==> src/rtl/z80_bus_bridge.sv <==
// z80_bus_bridge
//
// Purpose:
//   Bridges Z80-style CPU bus strobes onto a multi-channel, acknowledge-based
//   memory/peripheral bus.
//   - Each CPU cycle is decoded to one of NCH chip-select channels.
//     Memory cycles use the top log2(NCH) address bits. I/O cycles go to IO_CH.
//   - WS wait states are inserted before the chip select is raised.
//   - The CPU is held in wait until the selected target acknowledges, or until
//     TIMEOUT cycles pass with no acknowledge.
//   - Interrupt-acknowledge cycles are answered locally with IACK_VECTOR.
//
// Ports:
//   i_clk, i_reset_n     clock, asynchronous active-low reset
//   i_addr, i_cpu_dat    CPU address and write data
//   o_cpu_dat            read data returned to the CPU
//   i_mreq_n, i_iorq_n, i_rd_n, i_wr_n, i_m1_n
//                        CPU strobes, active low
//   o_wait_n             CPU wait, active low (combinational)
//   o_addr, o_dat, o_we  registered bus address, write data and write flag
//   i_dat                per-channel read data, channel c at [8c+7:8c]
//   o_cs, i_ack          one-hot chip select, per-channel acknowledge
//   o_err, i_err_clr     sticky timeout flag and its clear
module z80_bus_bridge #(
  parameter int         NCH         = 4,
  parameter int         IO_CH       = NCH - 1,
  parameter int         WS          = 0,
  parameter int         TIMEOUT     = 255,
  parameter logic [7:0] IACK_VECTOR = 8'hFF
) (
  input  logic             i_clk,
  input  logic             i_reset_n,
  input  logic [15:0]      i_addr,
  input  logic [7:0]       i_cpu_dat,
  output logic [7:0]       o_cpu_dat,
  input  logic             i_mreq_n,
  input  logic             i_iorq_n,
  input  logic             i_rd_n,
  input  logic             i_wr_n,
  input  logic             i_m1_n,
  output logic             o_wait_n,
  output logic [15:0]      o_addr,
  output logic [7:0]       o_dat,
  input  logic [NCH*8-1:0] i_dat,
  output logic             o_we,
  output logic [NCH-1:0]   o_cs,
  input  logic [NCH-1:0]   i_ack,
  output logic             o_err,
  input  logic             i_err_clr
);

  localparam int          CHW    = $clog2(NCH);
  localparam logic [15:0] WS_LD  = 16'(WS);
  localparam logic [15:0] TMO_LD = 16'(TIMEOUT);

  typedef enum logic [2:0] {
    S_IDLE,
    S_SETUP,
    S_WAIT,
    S_ACCESS,
    S_DONE
  } state_e;

  state_e         state_q;
  logic [15:0]    cnt_q;
  logic [CHW-1:0] ch_q;
  logic [CHW-1:0] ch_d;

  logic       req;
  logic       iack;
  logic       active;
  logic       ack_sel;
  logic       timeout_hit;
  logic [7:0] dat_sel;

  function automatic logic [NCH-1:0] onehot(input logic [CHW-1:0] ch);
    onehot     = '0;
    onehot[ch] = 1'b1;
  endfunction

  assign req    = (~i_mreq_n | ~i_iorq_n) & (~i_rd_n | ~i_wr_n);
  assign iack   = ~i_m1_n & ~i_iorq_n;
  assign active = req | iack;

  // I/O cycles bypass the address decode and always land on IO_CH.
  assign ch_d = (!i_iorq_n) ? CHW'(IO_CH) : i_addr[15 -: CHW];

  // Only the selected channel's ack and data are visible.
  // Acks on other channels are ignored.
  always_comb begin
    dat_sel = 8'h00;
    ack_sel = 1'b0;
    for (int c = 0; c < NCH; c++) begin
      if (ch_q == CHW'(c)) begin
        dat_sel = i_dat[c*8 +: 8];
        ack_sel = i_ack[c];
      end
    end
  end

  // An ack in the same cycle as the last allowed cycle still completes normally.
  assign timeout_hit = (state_q == S_ACCESS) && active && !ack_sel && (cnt_q <= 16'd1);

  // Reset is gated in so that the wait output is released immediately,
  // even when the CPU strobes are still active during reset.
  assign o_wait_n = ~(i_reset_n & active & (state_q != S_DONE));

  always_ff @(posedge i_clk or negedge i_reset_n) begin
    if (!i_reset_n) begin
      state_q   <= S_IDLE;
      cnt_q     <= '0;
      ch_q      <= '0;
      o_cs      <= '0;
      o_we      <= 1'b0;
      o_addr    <= '0;
      o_dat     <= '0;
      o_cpu_dat <= '0;
      o_err     <= 1'b0;
    end else begin
      // A timeout takes priority over a clear arriving in the same cycle.
      if (timeout_hit) begin
        o_err <= 1'b1;
      end else if (i_err_clr) begin
        o_err <= 1'b0;
      end

      case (state_q)
        S_IDLE: begin
          o_cs <= '0;
          if (iack) begin
            o_cpu_dat <= IACK_VECTOR;
            state_q   <= S_DONE;
          end else if (req) begin
            state_q <= S_SETUP;
          end
        end

        S_SETUP: begin
          if (!active) begin
            state_q <= S_IDLE;
          end else begin
            o_addr <= i_addr;
            o_dat  <= i_cpu_dat;
            o_we   <= ~i_wr_n;
            ch_q   <= ch_d;
            if (WS == 0) begin
              o_cs    <= onehot(ch_d);
              cnt_q   <= TMO_LD;
              state_q <= S_ACCESS;
            end else begin
              cnt_q   <= WS_LD;
              state_q <= S_WAIT;
            end
          end
        end

        S_WAIT: begin
          if (!active) begin
            o_cs    <= '0;
            state_q <= S_IDLE;
          end else if (cnt_q <= 16'd1) begin
            o_cs    <= onehot(ch_q);
            cnt_q   <= TMO_LD;
            state_q <= S_ACCESS;
          end else begin
            cnt_q <= cnt_q - 16'd1;
          end
        end

        S_ACCESS: begin
          if (!active) begin
            o_cs    <= '0;
            state_q <= S_IDLE;
          end else if (ack_sel) begin
            // On a write, the read-data register keeps its old value.
            if (!o_we) begin
              o_cpu_dat <= dat_sel;
            end
            o_cs    <= '0;
            state_q <= S_DONE;
          end else if (timeout_hit) begin
            o_cpu_dat <= 8'hFF;
            o_cs      <= '0;
            state_q   <= S_DONE;
          end else begin
            cnt_q <= cnt_q - 16'd1;
          end
        end

        S_DONE: begin
          o_cs <= '0;
          if (!active) begin
            state_q <= S_IDLE;
          end
        end

        default: begin
          o_cs    <= '0;
          state_q <= S_IDLE;
        end
      endcase
    end
  end

endmodule

==> config.mk <==
export PLATFORM = sky130hd
export DESIGN_NAME = z80_bus_bridge
export DESIGN_NICKNAME = d
export VERILOG_FILES = /design/src/rtl/z80_bus_bridge.sv
export SDC_FILE = /design/constraint.sdc
export NUM_CORES = 1
export LEC_CHECK = 0
export ABC_AREA = 1
export CAP_MARGIN = 15
export CORE_ASPECT_RATIO = 1.75
export CORE_MARGIN = 1.5
export CORE_UTILIZATION = 48
export CTS_CLUSTER_SIZE = 25
export DETAILED_ROUTE_END_ITERATION = 8
export PLACE_DENSITY_LB_ADDON = 0.15
export SLEW_MARGIN = 30
export SYNTH_ARGS = -nofsm -noshare
export SYNTH_HDL_FRONTEND = slang
export SYNTH_SLANG_ARGS = --single-unit
==> constraint.sdc <==
create_clock -name i_clk -period 1.9 [get_ports i_clk]
set_input_delay 0.38 -clock i_clk [delete_from_list [all_inputs] [get_ports i_clk]]
set_output_delay 0.38 -clock i_clk [all_outputs]
set_load 0.01 [all_outputs]
After elaboration in Yosys (flattened, before gate mapping)
Cells that the tools add are included.

cells by class
  $add $sub $neg = 1
  magnitude comparators = 5
  equality and inequality tests = 20
  mux-type cells = 45
  bitwise gates (word level) = 13
  reductions and logical operators = 16

operators with widths
  cell                   count
  $mux 16                6
  $mux 8                 9
  $pmux 16 s3            1
  $mux 3                 8
  $mux 4                 6
  $le 16x1->1 const B    1
  $pmux 8 s2             1
  $sub 16x1->16 const B  1
  $ne 3x3->1 const B     5
  $pmux 3 s5             1
  $ne 2x2->1 const B     7
  $pmux 4 s3             1
  $mux 1                 8
  $eq 3x2->1 const B     2
  $lt 2x3->1 const B     2
  $not 1->1              6
  $reduce_and 6->1       1
  $logic_and 1x1->1      5
  $reduce_and 5->1       1
  $and 1x1->1            4
  $demux 1 s2            2
  $eq 2x2->1 const B     2
  $ge 2x1->1 const B     2
  $mux 2                 2
  13 further kinds       16

storage, ports and cells
  register bits = 59
  input port bits = 68
  output and inout bits = 39
  word-level logic and storage cells = 109

Logic depth before layout (Yosys ltp)
Gate-level depths: netlist of the first run.

  depth in word-level cells = 12
  gate-level depth with buffers = 12
  depth with buffers taken out = 11

Worst setup path after synthesis of the first run
OpenSTA, ideal clock, no wires.

  path type = reg-to-reg
  start = register cnt_q[0]
  end = register cnt_q[7]
  setup time = 115 ps
  data arrival time = 1570 ps
  required time = 1785 ps
  slack = 214 ps
  cell stages (with the launch flop) = 11
  buffers on the path = 1
  clock period less this slack = 1686 ps
  cell sequence = dfrtp_1 > inv_1 > ha_1 > nand2_1 > nor2_2 > o21ai_2 > nand2_4 > nand2_8 > buf_12 > nand2_2 > nand2_2

between the ends
  longest elaborated chain between the ends = 5
  elaborated cells between the ends (all ways) = 11
  classes of those cells = add/sub: 1; order compare: 1; eq/ne: 1; mux: 6; reduce/logical: 2

ends and longest elaborated chain
  item                    RTL line  source
  start, declared         65        logic [15:0] cnt_q;
  start signal, assigned  166       cnt_q <= cnt_q - 16'd1;
  start signal, assigned  186       cnt_q <= cnt_q - 16'd1;
  $sub 16x1->16           166, 186
  $mux 16                 181       end else if (timeout_hit) begin
  $mux 16                 174       end else if (ack_sel) begin
  $mux 16                 171       if (!active) begin
  $pmux 16 s3             127       case (state_q)

Several ways; a longest one is shown, not always the timed one. The select of a mux whose other input is x is not followed.
A chain may end at the register's enable or synchronous reset.

Worst setup path after layout of the first run
  start = input i_iorq_n
  end = output o_wait_n

between the ends
  longest elaborated chain between the ends = 7
  elaborated cells between the ends (all ways) = 8
  classes of those cells = bitwise: 8

ends and longest elaborated chain
  item                         RTL line  source
  start, declared              37        input logic i_iorq_n,
  $not 1->1 *                  81, 82
  $or 1x1->1                   81        assign req = (~i_mreq_n | ~i_iorq_n) & (~i_rd_n | ~i_wr_n);
  $and 1x1->1                  81
  $or 1x1->1 *                 83        assign active = req | iack;
  $and 1x1->1 * (2 in series)  106       assign o_wait_n = ~(i_reset_n & active & (state_q != S_DONE));
  $not 1->1 *                  106
  end, declared                41        output logic o_wait_n,

Mark *: on every way between the ends. The rest lies on a longest branch, timed or not.

==> results of run 1 <==
-- cell usage after synthesis (all sizes together) --
master / number
a21oi: 2
clkinv: 1
nand4: 8
buf: 13
nor3: 1
o21a: 1
o31ai: 1
o21ai: 34
nand2: 233
ha: 2
dfrtp: 59
or2: 2
xor2: 4
nand3b: 1
o211ai: 1
nor2: 46
nand3: 66
inv: 34
o32ai: 1
clkbuf: 3
-- routing by layer --
metal	share of wire, %	track usage [%]	wire length, um
met1	36	29.58	3925
met2	54	50.54	5902
met3	5.9	6.232	638
met4	3.4	12.00	367
met5	0	0	0
-- cell families after synthesis --
family	after synthesis	synth area share [%]
xor+xnor	4	0.9755
simple gates	357	43.97
buf+inv	51	6.829
flops	59	41.12
compound gates	40	6.411
fa+ha+maj	2	0.6968
-- power by group --
| part | total [mW] | switching, mW | internal [mW] |
|---|---|---|---|
| logic | 3.76 | 2.05 | 1.71 |
| registers | 2.18 | 0.412 | 1.77 |
| clock network | 1.73 | 0.563 | 1.17 |
-- flip-flops by register name, indices dropped and copies added, names as in the netlist --
register and count:
o_addr 16, cnt_q 16, o_dat 8, o_err 1, ch_q 2, o_cs 4, o_we 1, state_q 3
o_cpu_dat 8
-- placed cells by master, fill, tap and decap left out, types with 3 or more instances in the layout --
master / n
nand2_1: 213
clkdlybuf4s50_1: 104
nand3_1: 64
dfrtp_1: 59
nor2_1: 37
buf_4: 32
inv_1: 30
o21ai_0: 26
nand2_2: 16
clkbuf_16: 9
nand4_1: 8
nor2_2: 5
o21ai_1: 5
nor2_4: 4
xor2_1: 4
inv_2: 3
nand2_4: 3
-- stage by stage --
stage          setup slack, ns  cell area, um^2  power, mW  utilization (%)  cells
6_report               0.08749             5266      7.679            72.81    739
5_1_grt                0.01093             5266      8.221            72.81    739
4_1_cts               0.003741             5209      7.599            72.01    735
3_5_place_dp           -0.3142             4891      5.842            67.62    720
3_3_place_gp           -0.3049             4891      5.714            67.62    720
2_1_floorplan           0.2144             3591      4.264                -    513
-- final cells by class --
| class | instances | area, um^2 |
|---|---|---|
| clock buffer | 10 | 239.0 |
| clock inverter | 5 | 77.57 |
| fill | 624 | 1967 |
| inverter | 35 | 138.9 |
| multi-input combinational | 403 | 1884 |
| sequential | 59 | 1476 |
| tap | 86 | 107.6 |
| timing repair buffer | 141 | 1343 |
-- repair_timing --
item,CTS,global route
pin swaps,0,1
endpoints found under the setup margin,1,46
buffers inserted,0,4
resized for setup,3,8
-- worst max-delay path: stages --
cell	delay (ns)
clkdlybuf4s50_1	0.54
nand2_1	0.07
nand2_1	0.07
o21ai_2	0.07
o211ai_1	0.12
buf_2	0.18
-- worst paths after layout --
| path | from | end | slack [ns] |
|---|---|---|---|
| setup / recovery | i_iorq_n | o_wait_n | 0.09 |
| hold / removal | i_reset_n | o_cs[3]$_DFFE_PN0P_ | 0.31 |
| setup reg to reg | cnt_q[0]$_DFFE_PN0P_ | cnt_q[7]$_DFFE_PN0P_ | 0.12 |
| hold reg to reg | o_addr[0]$_DFFE_PN0P_ | o_addr[0]$_DFFE_PN0P_ | 0.47 |
| max in group asynchronous | i_reset_n | cnt_q[12]$_DFFE_PN0P_ | 1.11 |
| min in group i_clk | o_addr[0]$_DFFE_PN0P_ | o_addr[0]$_DFFE_PN0P_ | 0.47 |
==> out/qor.yml, run 1 <==
drt:
  via_count: 3877
  drt-initial-drc-count: 184
  routed_wl_um: 10830
  drtAntennaViolNets: 0
  dr.pass1.iters: 4
  drc: 0
  via_per_inst: 5.246
  post_drt_wl_per_cell_um: 14.66
cts:
  cts_buffer_depth: 2
  cts_hold_buffers: 0
  cts_root_buf: "clkbuf_16"
  cts_tree: "done"
  numCtsBuffers: 9
  clk_latency_ns: 0.33
  clkTransAtPathRegs_ns: 0.05
  cts-htree-levels: 3
  clock-sinks: 59
global_routing:
  grt_usage_pct: 28.13
  grt_max_degree: 60
  grt.overflow.total: 0
  grt_pass1_wl_um: 17400
  grt_pass1_vias: 3852
  antenna_found_initial: 0
synth:
  ys_top_cells_by_area: "dfrtp_1 (41%), nand2_1 (22%), nand3_1 (8.9%)"
  synth.distinct_cells: 33
  synth_seq_cells: 59
  synth_top_area_share_pct: 41.11
  ys_seq_area_share_pct: 41.11
  syn_inst: 513
  syn_nets: 583
  yosysWarningCount: 0
  synth_area_per_cell_um2: 7.000
  synth_top_cell_by_area: "dfrtp_1"
  synth_area_um2: 3591
power:
  peakVddDrop_mv: 1.060
  powerDensity_nw_per_um2: 1458
  p_leak_nw: 2.620
run_status:
  status: "finished, final reports clean"
layout:
  diodes: 0
  nets: 719
  area_delta_synth_final_pct: 46.66
  drive_above_1_share_pct: 14.40
sta:
  hold_viol_final: 0
  setup_viol: 0
  max_slew_margin_pct: 50.00
  fin_crit_sh_pct: 95.40
  rsz0062_at_grt: "false"
  max_freq_mhz: 551.7
  holdWs_ns: 0.3065
  setup_tns_ns: 0
  drv_slew: 0
  finClkSkew_ns: 0.006463
  period_needed_ns: 1.813
  worst_pin_slew_ns: 0.7500
critical_path:
  endpoint_kind: "output port"
  setup.worst_path.start_class: "primary input"
  crit_fanout: 3
  required_ns: 1.52
  r2r_cells: 12
  critPathArrivalTime_ns: 1.43
  path_class: "primary input to output port"
worst_hold_path:
  min_path_type: "primary input to async pin"
floorplanning:
  rows: 41
  num_io_pins: 107
  die_area_um2: 8029
  initial_core_util_pct: 49.65
  core_area_um2: 7233
  dieHeight_um: 117.4
  die_w_um: 68.38
flow_run:
  cap_viol_max_count: 0
place:
  gp_congestion: 0.9524
  hpwl_um: 8051
  io_buffers: 106
Note: power is estimated with default switching activity, not from simulation.
==> inputs of run 2 (changes only) <==
--- a/config.mk
+++ b/config.mk
@@ -5,11 +5,11 @@
 export SDC_FILE = /design/constraint.sdc
 export NUM_CORES = 1
 export LEC_CHECK = 0
-export ABC_AREA = 1
+export ABC_AREA = 0
 export CAP_MARGIN = 15
 export CORE_ASPECT_RATIO = 1.75
 export CORE_MARGIN = 1.5
-export CORE_UTILIZATION = 48
+export CORE_UTILIZATION = 45
 export CTS_CLUSTER_SIZE = 25
 export DETAILED_ROUTE_END_ITERATION = 8
 export PLACE_DENSITY_LB_ADDON = 0.15
==> out/qor.yml, run 2 <==
cts:
  clk_latency_ns: 0.32
  numCtsBuffers: 9
  cts_tree: "done"
  clock-sinks: 59
  cts_root_buf: "clkbuf_16"
  cts_buffer_depth: 2
  clkTransAtPathRegs_ns: 0.05
  cts-htree-levels: 3
power:
  total_power_mw: 6.890
  peakVddDrop_mv: 0.8361
  powerDensity_nw_per_um2: 1337
  p_leak_nw: 2.242
drt:
  dr.pass1.iters: 5
  post_drt_wl_per_cell_um: 16.26
  routed_wl_um: 8797
  via_per_inst: 5.562
  drtAntennaViolNets: 0
  via_count: 3009
  drc: 0
  drt-initial-drc-count: 111
layout:
  diodes: 0
  multi_input_area_um2: 1572
  drive_above_1_share_pct: 32.03
  area_delta_synth_final_pct: 67.15
  fillers: 429
  layout_commonest_cell: "clkdlybuf4s50_1"
  finalInstanceArea_um2: 5151
  reg_top3: "cnt_q (16), o_addr (16)"
  final_cell_mix: "clkdlybuf4s50_1 (100), buf_4 (66), dfrtp_1 (59), mux2_2 (23)"
  regArea_um2: 1476
  instances_no_fill: 541
  nets: 524
  fin_util_pct: 78.20
sta:
  rsz0062_at_grt: "true"
  setup_tns_ns: -5.956
  worst_pin_slew_ns: 0.7657
  setup_ws_ns: -0.2819
  holdWs_ns: 0.2761
  period_needed_ns: 2.182
  hold_viol_final: 0
  max_slew_margin_pct: 48.95
  drv_slew: 0
  max_freq_mhz: 458.3
  finClkSkew_ns: 0.002473
  fin_crit_sh_pct: 114.8
  setup_viol: 32
place:
  placed_area_um2: 4663
  io_buffers: 106
  gp_congestion: 0.8620
  placed_cells: 513
  post-place-ws_ns: -0.4318
  hpwl_um: 6502
synth:
  synthFlopType: "dfrtp_1"
  syn_inst: 276
  ys_top_cells_by_area: "dfrtp_1 (48%), mux2_2 (8.4%), mux4_2 (4.4%)"
  synthTopCellsByCount: "dfrtp_1 (59), mux2_2 (23), nand2_1 (21), inv_1 (19), nor2_1 (19)"
  ys_seq_area_share_pct: 47.91
  synth-edff-count: 0
  synth_top_cell_by_area: "dfrtp_1"
  synth_top_area_share_pct: 47.91
  synth.distinct_cells: 58
  yosysMostFrequentCell: "dfrtp_1"
  synth_area_um2: 3082
  async_flop_share_pct: 100.0
  synth_seq_cells: 59
  yosysWarningCount: 0
  syn_nets: 346
  synth_area_per_cell_um2: 11.17
global_routing:
  antenna_found_initial: 0
  grt_usage_pct: 25.50
  grt_pass1_vias: 3150
  grt.overflow.total: 0
  grt_max_degree: 60
  grt_pass1_wl_um: 14210
critical_path:
  crit_fanout: 8
  required_ns: 2.15
  setup.worst_path.start_class: "flop"
  endpoint_kind: "flop"
  slowest_stage: "or4_4"
  path_class: "flop to flop"
  max_stage_delay_ns: 0.46
  ff2ff_setup_slack_ns: -0.28
  crit_path_cell_trace: "or3_4 -> or3_4 -> or4_4 -> a21oi_4 -> buf_12 -> a2bb2oi_1"
  crit_top_cell: "or3_4"
  critPathArrivalTime_ns: 2.43
run_status:
  violations: "negative setup slack"
  status: "finished with violations"
floorplanning:
  dieHeight_um: 112.5
  num_io_pins: 107
  die_area_um2: 7373
  die_w_um: 65.56
  rows: 39
  initial_core_util_pct: 46.78
  core_area_um2: 6588
flow_run:
  cap_viol_max_count: 0
worst_hold_path:
  min_path_type: "primary input to async pin"
-- run 2: changes by cell type after synthesis, sizes merged, moves of 9 or more --
cell | before | now
o21ai | 34 | 8
inv | 34 | 20
nand2 | 233 | 21
nand3 | 66 | 3
buf | 13 | 4
mux4 | 0 | 9
nor2 | 46 | 19
mux2 | 0 | 23
-- run 2: final timing paths --
check                                        from                       end  cells after the start
setup / recovery            cnt_q[12]$_DFFE_PN0P_  o_cpu_dat[1]$_DFFE_PN0P_                      6
min in group i_clk         o_addr[14]$_DFFE_PN0P_    o_addr[14]$_DFFE_PN0P_                      2
setup reg to reg            cnt_q[12]$_DFFE_PN0P_  o_cpu_dat[1]$_DFFE_PN0P_                      6
max in group asynchronous               i_reset_n      o_dat[1]$_DFFE_PN0P_                      2
hold reg to reg            o_addr[14]$_DFFE_PN0P_    o_addr[14]$_DFFE_PN0P_                      2
hold / removal                          i_reset_n      cnt_q[4]$_DFFE_PN0P_                      2
-- run 2: what timing repair did --
item                                    CTS  global route
endpoints found under the setup margin   32            33
pin swaps                                 5             5
hold buffers                              0             0
resized for setup                        24             9
buffers inserted                         11             1
-- run 2: power by group --
group          switching (mW)  leakage, nW  internal, mW
registers               0.297        0.686          1.71
logic                    1.44         1.42          1.97
clock network           0.522        0.137         0.947
total                    2.26         2.24          4.63
-- run 2: worst max-delay path: cells and delay by family (launching register included) --
kind / cells / cell delay [ns]
AO/OA/AOI/OAI: 2 / 0.31
AND/OR/NAND/NOR: 3 / 1.28
buffers and inverters: 1 / 0.15
flip-flops: 1 / 0.37
-- run 2: routing by layer --
| metal | up-vias | track usage, % | wire [um] | share of wire [%] |
|---|---|---|---|---|
| met1 | 1482 | 25.73 | 3141 | 36 |
| li1 | 1403 | - | - | - |
| met4 | 0 | 14.44 | 374 | 4.3 |
| met2 | 94 | 45.99 | 4934 | 56 |
| met5 | - | 0 | 0 | 0 |
| met3 | 30 | 6.413 | 346 | 3.9 |
-- run 2: cells by family after synthesis --
family | share of synthesized area, %
flip-flops | 47.91
AND/OR/NAND/NOR | 12.06
buffers and inverters | 4.587
AO/OA/AOI/OAI | 18.39
adder cells (fa/ha/maj) | 0.8119
multiplexers | 15.67
XOR/XNOR | 0.5685
-- run 2: final cells by class --
| type | instances | share of cell area (%) |
|---|---|---|
| Timing Repair Buffer | 179 | 32.06 |
| Multi-Input combinational cell | 185 | 30.51 |
| Sequential cell | 59 | 28.66 |
| Clock buffer | 14 | 5.125 |
| Tap cell | 82 | 1.992 |
| Inverter | 20 | 1.457 |
| Clock inverter | 2 | 0.1943 |
==> inputs of run 3 (changes only) <==
--- a/config.mk
+++ b/config.mk
@@ -6,7 +6,6 @@
 export NUM_CORES = 1
 export LEC_CHECK = 0
 export ABC_AREA = 0
-export CAP_MARGIN = 15
 export CORE_ASPECT_RATIO = 1.75
 export CORE_MARGIN = 1.5
 export CORE_UTILIZATION = 45
==> results of run 3 <==
The final DEF is identical to that of run 2; final timing and power are the same.
